$ cat config.mk
export PLATFORM = sky130hd
export DESIGN_NAME = ktr_bin_serializer
export DESIGN_NICKNAME = d
export VERILOG_FILES = /design/src/rtl/hevc_bin_pkg.sv /design/src/rtl/bin_str_fifo.sv /design/src/rtl/ktr_bin_serializer.sv
export SDC_FILE = /design/constraint.sdc
export NUM_CORES = 1
export LEC_CHECK = 0
export BUFFER_PORTS_ARGS = -buffer_cell sky130_fd_sc_hd__clkbuf_2
export CAP_MARGIN = 20
export CORE_MARGIN = 5
export CORE_UTILIZATION = 53
export CTS_CLUSTER_DIAMETER = 50
export DETAILED_ROUTE_END_ITERATION = 8
export GPL_TIMING_DRIVEN = 0
export PLACE_DENSITY = 0.72
export SLEW_MARGIN = 30
export SYNTH_ARGS = -nofsm -noshare
export SYNTH_HDL_FRONTEND = slang
export SYNTH_HIERARCHICAL = 1
export SYNTH_SLANG_ARGS = --single-unit
$ cat constraint.sdc
create_clock -name clk -period 3.04 [get_ports clk]
set_input_delay 0.304 -clock clk [delete_from_list [all_inputs] [get_ports clk]]
set_output_delay 0.304 -clock clk [all_outputs]
set_load 0.05 [all_outputs]
$ cat src/rtl/hevc_bin_pkg.sv
// +----------------------------------------------------------------------------+
// | hevc_bin_pkg : shared types for the KTR bin-string serializer              |
// | Revision     : 1.0                                                         |
// +----------------------------------------------------------------------------+
`default_nettype none

package hevc_bin_pkg;

  // Stored string width; the serializer's BIN_WIDTH must match this.
  localparam int C_BIN_WIDTH = 16;
  localparam int LEN_W       = $clog2(C_BIN_WIDTH + 1);

  typedef struct packed {
    logic [C_BIN_WIDTH-1:0] bin;
    logic [LEN_W-1:0]       len;
  } bin_str_t;

  typedef enum logic [0:0] {
    IDLE  = 1'b0,
    SHIFT = 1'b1
  } ser_state_t;

endpackage

`default_nettype wire

$ cat src/rtl/bin_str_fifo.sv
// +----------------------------------------------------------------------------+
// | bin_str_fifo : synchronous FIFO of bin strings with full/empty flags       |
// | Revision     : 1.0                                                         |
// +----------------------------------------------------------------------------+
`default_nettype none

module bin_str_fifo
  import hevc_bin_pkg::*;
#(
  parameter int FIFO_DEPTH = 2
) (
  input  logic     clk,
  input  logic     rst_n,
  input  logic     wr_en,
  input  bin_str_t wr_data,
  input  logic     rd_en,
  output bin_str_t rd_data,
  output logic     full,
  output logic     empty
);

  localparam int PTR_W = (FIFO_DEPTH > 1) ? $clog2(FIFO_DEPTH) : 1;
  localparam int CNT_W = $clog2(FIFO_DEPTH + 1);

  bin_str_t         r_mem [FIFO_DEPTH];
  logic [PTR_W-1:0] r_wr_ptr;
  logic [PTR_W-1:0] r_rd_ptr;
  logic [CNT_W-1:0] r_count;
  logic             w_push;
  logic             w_pop;

  assign empty   = (r_count == '0);
  assign full    = (r_count == CNT_W'(FIFO_DEPTH));
  assign w_pop   = rd_en && !empty;
  // A pop frees the slot the same cycle, so a full FIFO can still take a write.
  assign w_push  = wr_en && (!full || w_pop);
  assign rd_data = r_mem[r_rd_ptr];

  always_ff @(posedge clk) begin
    if (w_push) begin
      r_mem[r_wr_ptr] <= wr_data;
    end
  end

  always_ff @(posedge clk or negedge rst_n) begin
    if (!rst_n) begin
      r_wr_ptr <= '0;
      r_rd_ptr <= '0;
      r_count  <= '0;
    end else begin
      if (w_push) begin
        r_wr_ptr <= r_wr_ptr + PTR_W'(1);
      end
      if (w_pop) begin
        r_rd_ptr <= r_rd_ptr + PTR_W'(1);
      end
      case ({w_push, w_pop})
        2'b10:   r_count <= r_count + CNT_W'(1);
        2'b01:   r_count <= r_count - CNT_W'(1);
        default: r_count <= r_count;
      endcase
    end
  end

endmodule

`default_nettype wire

$ cat src/rtl/ktr_bin_serializer.sv
// +----------------------------------------------------------------------------+
// | ktr_bin_serializer : buffers KTR bin strings and emits them MSB-first,     |
// |                      one bin per cycle, with a per-string last marker      |
// | Revision           : 1.0                                                   |
// +----------------------------------------------------------------------------+
`default_nettype none

module ktr_bin_serializer
  import hevc_bin_pkg::*;
#(
  parameter int BIN_WIDTH  = C_BIN_WIDTH,
  parameter int FIFO_DEPTH = 2
) (
  input  logic                 clk,
  input  logic                 rst_n,
  input  logic                 in_valid_i,
  output logic                 in_ready_o,
  input  logic [BIN_WIDTH-1:0] bin_i,
  input  logic [BIN_WIDTH-1:0] bin_len_i,
  output logic                 out_valid_o,
  input  logic                 out_ready_i,
  output logic                 out_bin_o,
  output logic                 out_last_o,
  output logic                 busy_o,
  output logic                 len_err_o
);

  ser_state_t           r_state;
  ser_state_t           w_state_nxt;
  logic [BIN_WIDTH-1:0] r_sh;
  logic [BIN_WIDTH-1:0] w_sh_nxt;
  logic [LEN_W-1:0]     r_rem;
  logic [LEN_W-1:0]     w_rem_nxt;
  logic                 r_len_err;

  bin_str_t             w_push_str;
  bin_str_t             w_head;
  logic                 w_fifo_full;
  logic                 w_fifo_empty;
  logic                 w_accept;
  logic                 w_len_over;
  logic                 w_pop;
  logic                 w_fire;
  logic [LEN_W-1:0]     w_shamt;

  // Input side: clamp over-long lengths before they reach the FIFO.
  assign w_accept       = in_valid_i && in_ready_o;
  assign w_len_over     = (bin_len_i > BIN_WIDTH'(BIN_WIDTH));
  assign w_push_str.bin = bin_i;
  assign w_push_str.len = w_len_over ? LEN_W'(BIN_WIDTH) : bin_len_i[LEN_W-1:0];

  bin_str_fifo #(
    .FIFO_DEPTH (FIFO_DEPTH)
  ) u_fifo (
    .clk     (clk),
    .rst_n   (rst_n),
    .wr_en   (w_accept),
    .wr_data (w_push_str),
    .rd_en   (w_pop),
    .rd_data (w_head),
    .full    (w_fifo_full),
    .empty   (w_fifo_empty)
  );

  assign in_ready_o  = !w_fifo_full;
  assign out_valid_o = (r_state == SHIFT);
  assign out_bin_o   = r_sh[BIN_WIDTH-1];
  assign out_last_o  = (r_rem == LEN_W'(1));
  assign busy_o      = !w_fifo_empty || (r_rem != '0);
  assign len_err_o   = r_len_err;

  assign w_fire  = out_valid_o && out_ready_i;
  // Left-justify so the first bin sits in the MSB; bits above len fall off.
  assign w_shamt = LEN_W'(BIN_WIDTH) - w_head.len;

  always_comb begin
    w_state_nxt = r_state;
    w_sh_nxt    = r_sh;
    w_rem_nxt   = r_rem;
    w_pop       = 1'b0;
    case (r_state)
      IDLE: begin
        w_pop = !w_fifo_empty;
      end
      SHIFT: begin
        if (w_fire) begin
          w_sh_nxt  = r_sh << 1;
          w_rem_nxt = r_rem - LEN_W'(1);
          if (r_rem == LEN_W'(1)) begin
            w_state_nxt = IDLE;
            w_pop       = !w_fifo_empty;
          end
        end
      end
      default: begin
        w_state_nxt = IDLE;
      end
    endcase
    // A zero-length string pops with rem=0 and leaves the engine idle.
    if (w_pop) begin
      w_sh_nxt    = w_head.bin << w_shamt;
      w_rem_nxt   = w_head.len;
      w_state_nxt = (w_head.len != '0) ? SHIFT : IDLE;
    end
  end

  always_ff @(posedge clk or negedge rst_n) begin
    if (!rst_n) begin
      r_state <= IDLE;
      r_sh    <= '0;
      r_rem   <= '0;
    end else begin
      r_state <= w_state_nxt;
      r_sh    <= w_sh_nxt;
      r_rem   <= w_rem_nxt;
    end
  end

  always_ff @(posedge clk or negedge rst_n) begin
    if (!rst_n) begin
      r_len_err <= 1'b0;
    end else if (w_accept && w_len_over) begin
      r_len_err <= 1'b1;
    end
  end

endmodule

`default_nettype wire

==> results.cfg, run 1 <==
[detailed_routing]
wl_met2_mm = 3.73
drtPass1Iterations = 5
antenna_left = 0
wl_met3_um = 335
post-route-drc-count = 0
via_per_inst = 5.77
wl_met1_mm = 3.20
drt_wl_total_mm = 7.40
wl_per_cell_um = 16.7
vias = 2551
drt_iter0_drc = 162
maxUsedRoutingLayer = met4

[floorplanning]
die_w_um = 93.6
ioPinCount = 42
core_area_mm2 = 0.00679
dieHeight_um = 93.6
rows = 30
initial_core_util = 0.545
dieArea_mm2 = 0.00876

[clock_network]
cts_max_path_buffers = 2
hold_buffers = 0
htree_num_levels = 3
cts_inserted_buffers = 9
path_clk_slew_ns = 0.08
clock-sinks = 69
cts_tree = yes
root_buffer = clkbuf_8
clkLatencyLatePin_ns = 0.36

[global_routing]
grt_pass1_wl_mm = 12.0
grtUsageTotal = 0.181
grt_pass1_vias = 2428
antenna_found_initial = 0
grt_max_degree = 28
overflow = 0

[logic_synthesis]
avgSynthCellArea_um2 = 12.9
synth_cell_types = 60
synth_ff_type = edfxtp_1
synthCells = 288
mappedNetlistNets = 329
yosysSeqAreaShare = 0.523
synthArstFlopShare = 0.391
synthXorXnorAreaFrac = 0.0115
yosys.area_share.adder = 0.0169
synth_top_family_by_area = multiplexers
synth-simple-area-share = 0.110
synthMuxAreaShare = 0.196
synth_top_cell_area_share = 0.341
syn_area_mm2 = 0.00370
synthTopCellsByArea = edfxtp_1, dfrtp_1, mux4_2
synth_area_leader_cell = edfxtp_1
synth.ff_latch_count = 69
synth_compound_area_frac = 0.103
ys_warn_count = 6
synth_edf_count = 42

[setup_path]
cp_max_fo = 10
cp.arrival_ns = 3.15
endpoint_kind = flip-flop
startpoint_type = flip-flop
crit_type = flip-flop to flip-flop
cp.required_ns = 3.29

[power_and_ir_drop]
ir_drop_mv = 0.575
p_int_uw = 2740
power.leakage_uw = 0.00166
combPwrFrac = 0.493
p_sw_uw = 1600
p_clk_frac = 0.184
seqPwrFrac = 0.323
p_per_area_mw_per_mm2 = 1020
p_sw_frac = 0.368

[timing]
worst_slack_ns = 0.138
tightest_slew_ns = 0.824
skew_ns = 0.0122
final_max_slew_viol_count = 0
setup_viol = 0
period_share = 0.955
relSlewSlack = 0.435
clock.fmax_mhz = 345
fin_crit_ns = 2.90
hold_viol_final = 15
holdWs_ns = -0.00899
rsz0062_at_grt = no

[placement]
pre_cts_ws_ns = -0.310
gp_congestion = 0.851
hpwl_mm = 5.31
io_buffers = 41

[cells_and_area]
fin_nets = 382
syn_to_final_growth_pct = 15.2
nFillCells = 524
fin_util = 0.628
diodes = 0
multi_input_area_mm2 = 0.00163
drive_above_1_share = 0.347
seqCellArea_mm2 = 0.00194

[status]
violations = hold timing
status = complete, but fails checks

[worst_hold_path]
hp-class = input port to asynchronous set/reset pin

[flow_run]
drv_cap = 0
[synth_stat cells, drive strengths merged, types with 2 or more instances]
| master | count |
|---|---|
| nor3 | 6 |
| edfxtp | 42 |
| mux4 | 17 |
| a221oi | 3 |
| ha | 5 |
| a22oi | 6 |
| and3 | 2 |
| nor2 | 25 |
| dfrtp | 27 |
| inv | 20 |
| a2bb2oi | 3 |
| mux2 | 26 |
| or3b | 2 |
| xnor2 | 2 |
| a21o | 2 |
| nor3b | 2 |
| nand2 | 10 |
| and2 | 2 |
| buf | 10 |
| xor2 | 2 |
| a21oi | 18 |
| a31oi | 2 |
| o211ai | 2 |
| mux2i | 5 |
| o22ai | 3 |
| or2 | 2 |
| clkbuf | 3 |
| nor4 | 3 |
| o21ai | 12 |
| nand3 | 9 |
[final cells by class]
cell class / instances / area share
Tap cell: 96 / 0.0281
Clock inverter: 4 / 0.0173
Sequential cell: 69 / 0.454
Multi-Input combinational cell: 186 / 0.382
Timing Repair Buffer: 42 / 0.0498
Inverter: 20 / 0.0176
Buffer: 13 / 0.0196
Clock buffer: 12 / 0.0317
[stage by stage]
step                      hold WS, ns  cell area, µm²  std cells  total power, µW  setup TNS (ns)
final                        -0.00899            4270        442             4340               0
after global routing           0.0305            4270        442             4600               0
after CTS                      0.0108            4250        441             4320               0
after detailed placement        0.394            4040        425             3500           -1.56
after global placement          0.386            4030        425             3450          -14.96
after floorplan               0.00841            3700        288             3040               0
[power groups by stage]
stage	clock (µW)	sequential [µW]	combinational, µW
6_report	799	1400	2140
5_1_grt	854	1420	2320
4_1_cts	811	1400	2110
3_5_place_dp	0	1420	2080
3_3_place_gp	0	1410	2040
2_1_floorplan	0	1400	1640
[critical path: stages, from the launching register on]
cell,delay [ns]
dfrtp_1,0.36
buf_6,0.17
mux2_2,0.38
buf_4,0.20
inv_1,0.07
ha_1,0.22
clkbuf_4,0.20
buf_4,0.19
mux4_2,0.31
mux4_2,0.48
nand3_1,0.14
a21oi_1,0.08
[sequential cells by signal, indices dropped and copies added, names as in the netlist]
register	cells
u_fifo/r_count	2
u_fifo/r_rd_ptr	1
u_fifo/r_mem	42
len_err_o	1
r_sh	16
r_rem	5
u_fifo/r_wr_ptr	1
out_valid_o	1
[repair_timing]
item                                    CTS  global route
resized for setup                         4             2
endpoints found under the setup margin    8             4
buffers inserted                          0             1
[metal layers]
metal | global-route usage | vias to the layer above
met4 | 0.0481 | 0
met3 | 0.0636 | 12
met5 | 0 | -
li1 | - | 1204
met2 | 0.301 | 67
met1 | 0.226 | 1268
[cell families (layout without fill, tap and decap cells)]
logic type,Yosys count,after routing
muxes,48,48
xor gates and xnor gates,4,4
adders and majority gates,5,5
AOI/OAI and AO/OA,59,59
DFF,69,69
and+or+nand+nor,70,70
buffers and inverters,33,91
[layout by cell type, fill, tap and decap left out, types with 3 or more instances in the layout]
master,n
nor2_1,23
nand3_1,8
mux4_2,17
dfrtp_1,27
clkbuf_8,9
o22ai_1,3
buf_4,4
nand2_1,9
a2bb2oi_1,3
a21oi_1,18
edfxtp_1,42
nor3_1,5
o21ai_0,6
mux2i_1,5
mux2_2,24
clkbuf_2,41
a22oi_1,6
ha_1,5
inv_1,19
o21ai_1,6
a221oi_1,3
clkbuf_1,6
buf_2,4
[path summary, 6_finish.rpt]
check	startpoint	to	slack, ns	cells past startpoint
setup / recovery	u_fifo/r_rd_ptr	r_sh[13]	0.14	11
setup reg to reg	u_fifo/r_rd_ptr	r_sh[13]	0.14	11
hold reg to reg	len_err_o	len_err_o	0.47	1
hold / removal	rst_n	r_sh[2]	-0.009	1
min in group clk	bin_i[3]	u_fifo/r_mem[0][8]	0.13	1
max in group asynchronous	rst_n	r_sh[12]	2.59	1
Note: power is estimated with default switching activity, not from simulation.
==> inputs of run 2 (changes only) <==
Settings changed: CORE_UTILIZATION 53 to 30, PLACE_DENSITY 0.72 to 0.44.
==> run 2 against run 1 <==
Against the previous run: the run now ends clean; die area rose by 67%; sequential share of layout area is 2.0 points lower; worst hold slack better by 0.016 ns; wire length grew 13%; critical path depth is the same; sequential power about the same; non-clock buffer count increased by 1; flip-flop and latch count unchanged.
==> results.cfg, run 2 (same netlist as run 1, synthesis figures left out) <==
[status]
status = complete, no violations

[global_routing]
grt_pass1_vias = 2568
grt_pass1_wl_mm = 14.0
antenna_found_initial = 0
overflow = 0
grt_max_degree = 28
grtUsageTotal = 0.126

[floorplanning]
dieArea_mm2 = 0.0147
rows = 40
ioPinCount = 42
die_w_um = 121
initial_core_util = 0.307
core_area_mm2 = 0.0121
dieHeight_um = 121

[setup_path]
reg2reg_depth = 11
startpoint_type = flip-flop
crit_type = flip-flop to flip-flop
rrSetupSlack_ns = 0.13
endpoint_kind = flip-flop
cp.required_ns = 3.27
cp.arrival_ns = 3.14
rr_startpoint = u_fifo/r_rd_ptr
timing.rr.end = r_sh[15]
cp_max_fo = 10

[cells_and_area]
reg.largest.list = u_fifo/r_mem: 42 flops, r_sh: 16 flops, r_rem: 5 flops
fin_nets = 383
syn_to_final_growth_pct = 20.6
largest_register = u_fifo/r_mem
drive_above_1_share = 0.363
layout_common_cells = edfxtp_1, clkbuf_2, dfrtp_1, mux2_2, nor2_1
stdcell_count = 515
largest_reg_flops = 42
fin_area_mm2 = 0.00447
diodes = 0
final_common_cell = edfxtp_1

[timing]
rsz0062_at_grt = no
setup_viol = 0
hold_viol_final = 0
clock.fmax_mhz = 344
fin_crit_ns = 2.91
period_share = 0.957
skew_ns = 0.00973
tightest_slew_ns = 0.854
final_max_slew_viol_count = 0
holdWs_ns = 0.00657
relSlewSlack = 0.414

[clock_network]
cts_inserted_buffers = 9
htree_num_levels = 3
cts_max_path_buffers = 2
clkLatencyLatePin_ns = 0.34
clock-sinks = 69
cts_tree = yes
root_buffer = clkbuf_16
path_clk_slew_ns = 0.06

[placement]
numPlacedInstances = 498
hpwl_mm = 6.10
io_buffers = 41
dpl_cell_area_mm2 = 0.00415
gp_congestion = 0.775

[detailed_routing]
wl_per_cell_um = 16.2
post-route-drc-count = 0
drt_wl_total_mm = 8.34
via_per_inst = 4.92
drt_iter0_drc = 125
drtPass1Iterations = 4
vias = 2533
antenna_left = 0

[power_and_ir_drop]
ir_drop_mv = 0.454
p_per_area_mw_per_mm2 = 1030
power.leakage_uw = 0.00170

[worst_hold_path]
hp-class = input port to asynchronous set/reset pin

[flow_run]
drv_cap = 0
## run 2: cell types whose count changed in the layout (fill, tap and decap cells not counted), sizes merged
cell	change
clkbuf	-2
bufinv	-2
clkinvlp	+1
buf	+1
inv	+1
clkinv	+2
## run 2: layout make-up
| cell class | instances | area, µm² |
|---|---|---|
| Buffer | 13 | 87.6 |
| Clock buffer | 10 | 229 |
| Clock inverter | 6 | 47.5 |
| Fill cell | 1181 | 7590 |
| Inverter | 20 | 75.1 |
| Multi-Input combinational cell | 186 | 1650 |
| Sequential cell | 69 | 1940 |
| Tap cell | 168 | 210 |
| Timing Repair Buffer | 43 | 233 |
## run 2: stage by stage
stage	setup TNS, ns	setup slack [ns]	power, µW	util
floorplan	0	0.0773	3040	-
global placement	-18.77	-0.786	3580	0.341
detailed placement	-2.49	-0.385	3620	0.344
CTS	0	0.0192	4640	0.368
global route	0	0.0112	4930	0.370
finish	0	0.132	4610	0.370
## run 2: layer usage
layer,global-route usage,part of all wire,up-vias
met5,0,0,-
met4,0.0531,0.019,0
met3,0.0326,0.043,14
met2,0.196,0.47,45
met1,0.167,0.47,1261
li1,-,-,1213
## run 2: power by group
| part | leakage, µW | internal (µW) | switching [µW] |
|---|---|---|---|
| logic | 0.000875 | 1030 | 1210 |
| registers | 0.000688 | 1280 | 126 |
| clock network | 0.000133 | 557 | 407 |
| total | 0.00170 | 2870 | 1740 |
## run 2: worst max-delay path by stage
stage,start,end,slack [ns],cells after the start
finish,u_fifo/r_rd_ptr,r_sh[15],0.13,11
global route,u_fifo/r_rd_ptr,r_sh[13],0.01,11
CTS,u_fifo/r_rd_ptr,r_sh[15],0.02,11
detailed placement,u_fifo/r_rd_ptr,r_sh[15],-0.39,11
global placement,r_rem[2],u_fifo/r_mem[0][4],-0.79,9
floorplan,out_valid_o,u_fifo/r_mem[0][0],0.08,9
## run 2: critical path: stages (launching register included)
cell and delay, ns:
dfrtp_2 0.41, buf_6 0.17, mux2_2 0.39, buf_6 0.16, inv_1 0.06, ha_1 0.21
clkbuf_4 0.19, buf_4 0.19, mux4_2 0.32, mux4_2 0.49, nand3_1 0.11, a21oi_1 0.06
## run 2: repair_timing
| item | in CTS | in global routing |
|---|---|---|
| buffers inserted | 0 | 1 |
| hold buffers | 0 | 0 |
| setup endpoints to repair | 14 | 30 |
| gates resized for setup | 5 | 6 |
| pin swaps | 0 | 1 |
==> inputs of run 3 (changes only) <==
==> constraint.sdc (replaced) <==
create_clock -name clk -period 3.04 [get_ports clk]
set_input_delay 0.152 -clock clk [delete_from_list [all_inputs] [get_ports clk]]
set_output_delay 0.152 -clock clk [all_outputs]
set_load 0.05 [all_outputs]
==> run 3 against run 2 <==
Against the previous run: worst setup slack got worse by 0.00093 ns; flip-flop and latch count did not move; sequential share of layout area fell by 1.3 points; first-iteration DRC count rose by 2.4%; sequential power barely moved; clock skew barely moved; critical endpoint unchanged.
==> results.cfg, run 3 (same netlist as run 1, synthesis figures left out) <==
[setup_path]
cp.arrival_ns = 3.14
cp.required_ns = 3.27
crit_type = flip-flop to flip-flop
reg2reg_depth = 11
rr_startpoint = u_fifo/r_rd_ptr
critPathMaxStageDelay_ns = 0.49
endpoint_kind = flip-flop
critPathSlowestCell = mux4_2
timing.rr.end = r_sh[15]
startpoint_type = flip-flop
worstPathCellList = buf_6 > mux2_2 > buf_6 > inv_1 > ha_1 > clkbuf_4 > buf_4 > mux4_2 > mux4_2 > nand3_1 > a21oi_1
cp_max_fo = 10
rrSetupSlack_ns = 0.13

[detailed_routing]
drtPass1Iterations = 4
vias = 2587
antenna_left = 0
post-route-drc-count = 0
drt_wl_total_mm = 8.39
wl_per_cell_um = 15.9
via_per_inst = 4.89
drt_iter0_drc = 128

[cells_and_area]
largest_register = u_fifo/r_mem
diodes = 0
largest_reg_flops = 42
syn_to_final_growth_pct = 24.4
final_common_cell = edfxtp_1
layout_common_cells = edfxtp_1, clkbuf_2, dfrtp_1, mux2_2, nor2_1
fin_nets = 397
stdcell_count = 529
reg.largest.list = u_fifo/r_mem: 42 flops, r_sh: 16 flops, r_rem: 5 flops
drive_above_1_share = 0.349

[floorplanning]
dieArea_mm2 = 0.0147
ioPinCount = 42
die_w_um = 121
dieHeight_um = 121
initial_core_util = 0.307
core_area_mm2 = 0.0121
rows = 40

[timing]
fin_crit_ns = 2.91
period_share = 0.957
setup_viol = 0
rsz0062_at_grt = no
skew_ns = 0.00981
hold_viol_final = 0
relSlewSlack = 0.413
tightest_slew_ns = 0.856
tns_ns = 0
final_max_slew_viol_count = 0
clock.fmax_mhz = 344

[power_and_ir_drop]
total_power_uw = 4620
ir_drop_mv = 0.455
p_per_area_mw_per_mm2 = 1000
power.leakage_uw = 0.00176

[clock_network]
htree_num_levels = 3
root_buffer = clkbuf_16
cts_inserted_buffers = 9
clkLatencyLatePin_ns = 0.34
clock-sinks = 69
path_clk_slew_ns = 0.06
cts_tree = yes
cts_max_path_buffers = 2

[worst_hold_path]
hold-path-endpoint = u_fifo/r_mem[1][7]
hp-class = input port to flip-flop
whs_path_depth = 1
min-delay-start = bin_i[2]

[status]
status = complete, no violations

[placement]
hpwl_mm = 6.10
numPlacedInstances = 498
gp_congestion = 0.775
io_buffers = 41

[global_routing]
overflow = 0
antenna_found_initial = 0
grtUsageTotal = 0.127
grt_max_degree = 28
grt_pass1_wl_mm = 14.2
grt_pass1_vias = 2614

[flow_run]
drv_cap = 0
run 3: worst max-delay path by stage:
stage,from,endpoint,slack [ns],depth (start not counted)
after floorplan,out_valid_o,u_fifo/r_mem[0][0],0.08,9
after global placement,r_rem[2],u_fifo/r_mem[0][4],-0.79,9
after detailed placement,u_fifo/r_rd_ptr,r_sh[15],-0.39,11
after CTS,u_fifo/r_rd_ptr,r_sh[15],0.02,11
after global routing,u_fifo/r_rd_ptr,r_sh[13],0.01,11
final,u_fifo/r_rd_ptr,r_sh[15],0.13,11
run 3: area by class of cell:
type                    count  area (µm²)
flip-flops and latches     69        1940
clock buffers              10         229
inverters                  20        75.1
clock inverters             6        47.5
repair buffers             57         373
multi-input cells         186        1650
fillers                  1171        7450
well taps                 168         210
plain buffers              13        87.6
run 3: through the flow:
stage / worst slack [ns] / hold WS (ns) / area [µm²] / utilization
after floorplan: 0.0773 / -0.144 / 3700 / -
after global placement: -0.786 / 0.256 / 4120 / 0.341
after detailed placement: -0.385 / 0.248 / 4150 / 0.344
after CTS: 0.0192 / 0.00163 / 4580 / 0.379
after global routing: 0.0112 / 0.00720 / 4610 / 0.382
final: 0.131 / 0.0138 / 4610 / 0.382
run 3: what timing repair did:
action                                 4_1_cts  5_1_grt
buffers inserted                             0        1
pin swaps                                    0        1
gates resized for setup                      5        6
setup endpoints to repair                   14       30
endpoints found under the hold margin       53        0
hold buffers                                14        0
gates cloned                                 0        0
run 3: per-layer routing:
metal | up-vias | share of wire | GRT usage
met5 | - | 0 | 0
met4 | 0 | 0.019 | 0.0531
met3 | 13 | 0.043 | 0.0298
met2 | 51 | 0.47 | 0.198
met1 | 1282 | 0.47 | 0.170
li1 | 1241 | - | -
run 3: power by group:
group          switching (µW)  total, µW  internal [µW]
sequential                126       1400           1280
combinational            1210       2250           1040
clock                     407        964            557
run 3: worst max-delay path: cells and delay by family (launching register included):
kind	cells	cell delay, ns
mux	3	1.20
compound gates	1	0.06
fa+ha+maj	1	0.21
flops	1	0.41
simple gates	1	0.11
buf+inv	5	0.78
